### src/rtl/conv_frame_seq.sv
`timescale 1ns/1ps
// -----------------------------------------------------------------------------
// conv_frame_seq
//
// Frame sequencer placed upstream of the convolution controller's AXI-Stream
// slave port. It frames a raw pixel stream into lines of a configured geometry:
// SOF on m_tuser_o, EOL on m_tlast_o. An optional zero-pixel drain frame pushes
// the convolution datapath's retained tail rows out.
//
// Build option:
//   CONV_FRAME_SEQ_FLUSH_EN  defined   -> after each frame, FLUSH_ROWS x W zero
//                                         pixels are emitted before done_o.
//                            undefined -> ACTIVE returns straight to IDLE.
//
// Ports:
//   clk, rst                   clock, synchronous active-high reset
//   cfg_width_i, cfg_height_i  frame geometry, latched on an accepted start
//   start_i                    request one frame (sampled only in IDLE)
//   s_tvalid_i/s_tdata_i/s_tready_o            raw pixel input
//   m_tvalid_o/m_tdata_o/m_tuser_o/m_tlast_o/m_tready_i  framed pixel output
//   busy_o                     sequencer not idle
//   done_o                     one-cycle pulse after a frame fully completes
//   err_o                      sticky illegal-geometry flag, cleared on a good start
//   frame_cnt_o                completed-frame count, wraps at 2^16
// -----------------------------------------------------------------------------

package conv_pkg;
  typedef logic [7:0] pixel_t;
endpackage

module conv_frame_seq #(
  parameter int DIM_W      = 16,
  parameter int MIN_DIM    = 5,
  parameter int FLUSH_ROWS = 3
) (
  input  logic             clk,
  input  logic             rst,
  input  logic [DIM_W-1:0] cfg_width_i,
  input  logic [DIM_W-1:0] cfg_height_i,
  input  logic             start_i,
  input  logic             s_tvalid_i,
  input  conv_pkg::pixel_t s_tdata_i,
  output logic             s_tready_o,
  output logic             m_tvalid_o,
  output conv_pkg::pixel_t m_tdata_o,
  output logic             m_tuser_o,
  output logic             m_tlast_o,
  input  logic             m_tready_i,
  output logic             busy_o,
  output logic             done_o,
  output logic             err_o,
  output logic [15:0]      frame_cnt_o
);

`ifdef CONV_FRAME_SEQ_FLUSH_EN
  localparam bit flush_en = 1'b1;
`else
  localparam bit flush_en = 1'b0;
`endif

  localparam logic [DIM_W-1:0] min_dim_c    = DIM_W'(MIN_DIM);
  localparam logic [DIM_W-1:0] flush_last_c = DIM_W'(FLUSH_ROWS - 1);
  localparam logic [DIM_W-1:0] one_c        = DIM_W'(1);

  typedef enum logic [1:0] {
    IDLE   = 2'd0,
    ACTIVE = 2'd1,
    FLUSH  = 2'd2
  } state_t;

  state_t           state_q, state_d;
  logic [DIM_W-1:0] col_q, col_d;
  logic [DIM_W-1:0] row_q, row_d;
  logic [DIM_W-1:0] width_q, height_q;
  logic             err_q;
  logic             done_q;
  logic [15:0]      frame_cnt_q;

  logic             cfg_legal;
  logic             start_ok, start_bad;
  logic             hs;
  logic             last_col, last_row;
  logic [DIM_W-1:0] row_limit;
  logic             frame_done;

  assign cfg_legal = (cfg_width_i  >= min_dim_c) && (cfg_width_i  != '0) &&
                     (cfg_height_i >= min_dim_c) && (cfg_height_i != '0);

  // The drain frame reuses the col/row counters; only its row limit differs.
  assign row_limit = (state_q == FLUSH) ? flush_last_c : (height_q - one_c);
  assign last_col  = (col_q == (width_q - one_c));
  assign last_row  = (row_q == row_limit);

  // NOTE: every variable driven here gets a default before the case statement,
  // so no path leaves one unassigned and no latch is inferred.
  always_comb begin
    state_d    = state_q;
    col_d      = col_q;
    row_d      = row_q;
    start_ok   = 1'b0;
    start_bad  = 1'b0;
    hs         = 1'b0;
    frame_done = 1'b0;
    s_tready_o = 1'b0;
    m_tvalid_o = 1'b0;
    m_tdata_o  = '0;
    m_tuser_o  = 1'b0;
    m_tlast_o  = 1'b0;

    case (state_q)
      IDLE: begin
        if (start_i) begin
          if (cfg_legal) begin
            start_ok = 1'b1;
            state_d  = ACTIVE;
          end else begin
            start_bad = 1'b1;
          end
        end
      end

      ACTIVE: begin
        m_tvalid_o = s_tvalid_i;
        s_tready_o = m_tready_i;
        m_tdata_o  = s_tdata_i;
        m_tuser_o  = (col_q == '0) && (row_q == '0);
        m_tlast_o  = last_col;
        hs         = s_tvalid_i & m_tready_i;
      end

      FLUSH: begin
        m_tvalid_o = 1'b1;
        m_tuser_o  = (col_q == '0) && (row_q == '0);
        m_tlast_o  = last_col;
        hs         = m_tready_i;
      end

      default: state_d = IDLE;
    endcase

    if (hs) begin
      if (last_col) begin
        col_d = '0;
        row_d = row_q + one_c;
      end else begin
        col_d = col_q + one_c;
      end
      if (last_col && last_row) begin
        col_d = '0;
        row_d = '0;
        if (state_q == ACTIVE && flush_en) begin
          state_d = FLUSH;
        end else begin
          state_d    = IDLE;
          frame_done = 1'b1;
        end
      end
    end
  end

  // NOTE: sequential state uses non-blocking assignments so every register
  // samples the pre-edge values, independent of statement order.
  always_ff @(posedge clk) begin
    if (rst) begin
      state_q     <= IDLE;
      col_q       <= '0;
      row_q       <= '0;
      width_q     <= '0;
      height_q    <= '0;
      err_q       <= 1'b0;
      done_q      <= 1'b0;
      frame_cnt_q <= '0;
    end else begin
      state_q <= state_d;
      col_q   <= col_d;
      row_q   <= row_d;
      done_q  <= frame_done;
      if (frame_done) begin
        frame_cnt_q <= frame_cnt_q + 16'd1;
      end
      // Geometry is captured only on an accepted start and then frozen.
      if (start_ok) begin
        width_q  <= cfg_width_i;
        height_q <= cfg_height_i;
        err_q    <= 1'b0;
      end else if (start_bad) begin
        err_q <= 1'b1;
      end
    end
  end

  assign busy_o      = (state_q != IDLE);
  assign done_o      = done_q;
  assign err_o       = err_q;
  assign frame_cnt_o = frame_cnt_q;

endmodule
### config.mk
export PLATFORM = sky130hd
export DESIGN_NAME = conv_frame_seq
export DESIGN_NICKNAME = d
export VERILOG_FILES = /design/src/rtl/conv_frame_seq.sv
export SDC_FILE = /design/constraint.sdc
export NUM_CORES = 1
export LEC_CHECK = 0
export ABC_CLOCK_PERIOD_IN_PS = 3500
export CORE_MARGIN = 2
export CORE_UTILIZATION = 49
export DETAILED_ROUTE_END_ITERATION = 8
export PLACE_DENSITY = 0.81
export SLEW_MARGIN = 20
export SYNTH_ARGS = -nofsm -noshare
export SYNTH_HDL_FRONTEND = slang
export SYNTH_SLANG_ARGS = --single-unit
export TNS_END_PERCENT = 1
### constraint.sdc
create_clock -name clk -period 3.5 [get_ports clk]
set_input_delay 0.525 -clock clk [delete_from_list [all_inputs] [get_ports clk]]
set_output_delay 0.525 -clock clk [all_outputs]
set_load 0.1 [all_outputs]
==> flow_metrics.tcl <==
set metrics [dict create \
    worstRegToRegCells 9 \
    post-place-ws_ns -0.0821 \
    hp-class "reg2reg" \
    cts_made_buffers 9 \
    status "finished clean" \
    antenna_cells 0 \
    clkSlewWorstSetupHoldPaths_ns 0.08 \
    hold_viol 0 \
    regArea_sq_mm 0.00169 \
    grt_pass1_vias 4366 \
    yosysWarningCount 0 \
    irDropWorstVdd_mv 0.285 \
    die_w_um 104 \
    antenna_found_initial 0 \
    required_ns 2.97 \
    multi_input_area_sq_mm 0.00313 \
    clkLatencyLatePin_ns 0.36 \
    dr.pass1.iters 7 \
    tightestPinTransition_ns 0.985 \
    fill_cells 838 \
    setup_ws_ns 0.0258 \
    p_leak_nw 2.28 \
    dieArea_sq_mm 0.0108 \
    root_buffer "clkbuf_8" \
    path_max_fanout 6 \
    post-route-util 0.637 \
    area_delta_synth_final_pct 26.7 \
    grt_max_degree 33 \
    min_period_ns 3.47 \
    ctsHoldBuffers 0 \
    synth_edf_count 0 \
    rsz0062_at_grt "yes" \
    rr_endpoint "frame_cnt_o[9]" \
    vias 4598 \
    ys_seq_area_frac 0.344 \
    max_slew_margin 0.341 \
    layout_common_cells "99 x nor2_1, 81 x dfxtp_1, 61 x clkdlybuf4s50_1, 44 x xnor2_1, 38 x nand2_1" \
    synth_cell_type_count 54 \
    drt_iter0_drc 299 \
    synth_seq_cells 84 \
    crit_cells 8 \
    drt_wl_total_um 13000 \
    synthesis.nets 646 \
    ioPinCount 76 \
    cp.arrival_ns 2.95 \
    tritoncts "built" \
    rr_startpoint "height_q[5]" \
    p_total_w 0.00250 \
    grt_pass1_wl_um 20900 \
    maxCapViolations 0 \
    path_class "reg2out" \
    cts_buffer_depth 2 \
    dieHeight_um 104 \
    cp_cell_sequence "or4_4, or3_4, nor3_1, a31o_2, nand4_1, nor3_4, and2_4, buf_12" \
    port_buffers 75 \
    dpl.hpwl_um 9290 \
    drv_slew 0 \
    synthFlopType "dfxtp_1" \
    grtUsageTotal 0.233 \
    path_buf_inv 1 \
    layout_commonest_cell "nor2_1" \
    gp_congestion 0.872 \
    initial_core_util 0.503 \
    ant_nets 0 \
    critPathLaunchType "register" \
    finalSetupViolCount 0 \
    cp-startpoint "width_q[6]" \
    fin_area_sq_mm 0.00620 \
    avgSynthCellArea_sq_um 8.28 \
    post_drt_wl_per_cell_um 16.2 \
    power_density_mw_per_mm2 402 \
    core_sq_mm 0.00973 \
    crit_family "simple AND/OR/NAND/NOR gates" \
    rows 36 \
    crit_slowest_cell "or4_4" \
    fin_skew_ns 0.00884 \
    htreeDepth 3 \
    fin_crit_sh 0.993 \
    crit_end "m_tlast_o" \
    critPathMaxStageDelay_ns 0.57 \
    routed_via_density 5.71 \
    max_freq_ghz 0.288 \
    drc 0 \
    reg2reg_slack_ns 0.13 \
    overflow 0 \
    synth-async-reset-ratio 0 \
    synth_cells 591 \
    syn-cell-area_sq_mm 0.00489 \
    drive_above_1_share 0.124 \
    place_area_sq_mm 0.00579 \
    worst_setup_path_end_kind "output port" \
    cts_num_sinks 84 \
    nets 722 \
]
## final cells by class
| cell class | instances | share of cell area |
|---|---|---|
| multi-input combinational | 462 | 0.505 |
| sequential | 84 | 0.272 |
| timing repair buffer | 97 | 0.144 |
| tap | 133 | 0.0268 |
| clock buffer | 10 | 0.0222 |
| clock inverter | 6 | 0.0218 |
| inverter | 13 | 0.00787 |
## worst min-delay path by stage
stage               cells after the start       startpoint         endpoint
finish                                  2  frame_cnt_o[15]  frame_cnt_o[15]
global placement                        2   frame_cnt_o[9]   frame_cnt_o[9]
floorplan                               2     height_q[15]     height_q[15]
global route                            2  frame_cnt_o[15]  frame_cnt_o[15]
detailed placement                      2  frame_cnt_o[15]  frame_cnt_o[15]
CTS                                     2  frame_cnt_o[15]  frame_cnt_o[15]
## where the power goes
group / internal (W) / switching (W)
logic: 0.000254 / 0.000305
clock network: 0.000565 / 0.000355
registers: 0.000982 / 0.0000341
## cells by family after synthesis
| logic type | share of synthesized area |
|---|---|
| xor+xnor | 0.138 |
| flops | 0.344 |
| buf+inv | 0.0396 |
| mux | 0.0736 |
| compound gates | 0.0844 |
| fa+ha+maj | 0.0256 |
| simple gates | 0.295 |
## sequential cells by signal (all words and copies together) (netlist names)
signal	flops
col_q	16
frame_cnt_o	16
height_q	16
row_q	16
width_q	16
state_q	2
done_o	1
err_o	1
## per-layer routing
layer / global-route usage / vias up / wire length [um]
met4: 0.0878 / 0 / 201
met1: 0.316 / 2172 / 5850
met3: 0.0326 / 16 / 837
met2: 0.379 / 184 / 6130
li1: - / 2226 / -
met5: 0 / - / 0
## cell usage after synthesis (2+ instances only)
cell	n	area share
nor2_1	99	0.076
dfxtp_1	84	0.34
xnor2_1	44	0.079
nand2_1	38	0.029
mux2i_1	36	0.074
xor2_1	28	0.050
clkbuf_1	25	0.019
nand4_1	20	0.026
nor3_1	19	0.019
nor4_1	19	0.024
a21oi_1	18	0.018
or3_1	18	0.023
and2_1	12	0.015
inv_1	12	0.0092
and3_1	11	0.014
ha_1	10	0.026
nand3_1	10	0.010
o21ai_0	9	0.0092
o21ai_1	9	0.0092
or4_1	9	0.014
buf_2	5	0.0051
o31ai_1	5	0.0077
or2_2	4	0.0051
a31oi_1	3	0.0038
o211ai_1	3	0.0046
or4b_1	3	0.0061
and4_1	2	0.0036
buf_6	2	0.0046
nand2b_1	2	0.0026
nor2b_1	2	0.0026
nor4_2	2	0.0051
nor4b_1	2	0.0036
o21a_1	2	0.0031
o31a_1	2	0.0036
o41ai_1	2	0.0036
xnor3_1	2	0.0092
## per-stage QoR
stage	TNS, ns	hold slack (ns)	instances
2_1_floorplan	-0.00167	0.481	591
3_3_place_gp	0	0.487	785
3_5_place_dp	-0.277	0.497	785
4_1_cts	-0.0531	0.512	801
5_1_grt	-0.0662	0.540	805
6_report	0	0.507	805
## what timing repair did
| action | CTS | global route |
|---|---|---|
| pin swaps | 1 | 9 |
| gates cloned | 0 | 1 |
| buffers inserted | 0 | 3 |
| endpoints found under the setup margin | 7 | 24 |
| gates resized for setup | 3 | 19 |
| endpoints found under the hold margin | 0 | 0 |
## worst reg2reg max path, cell delays in order (launching register included)
cell,delay [ns]
dfxtp_1,0.33
or4_4,0.57
or4b_4,0.57
o211a_1,0.29
a2111oi_4,0.33
o31ai_1,0.17
a31oi_4,0.24
nand3_4,0.16
or4_1,0.50
a21oi_1,0.15
Note: power is estimated with default switching activity, not from simulation.
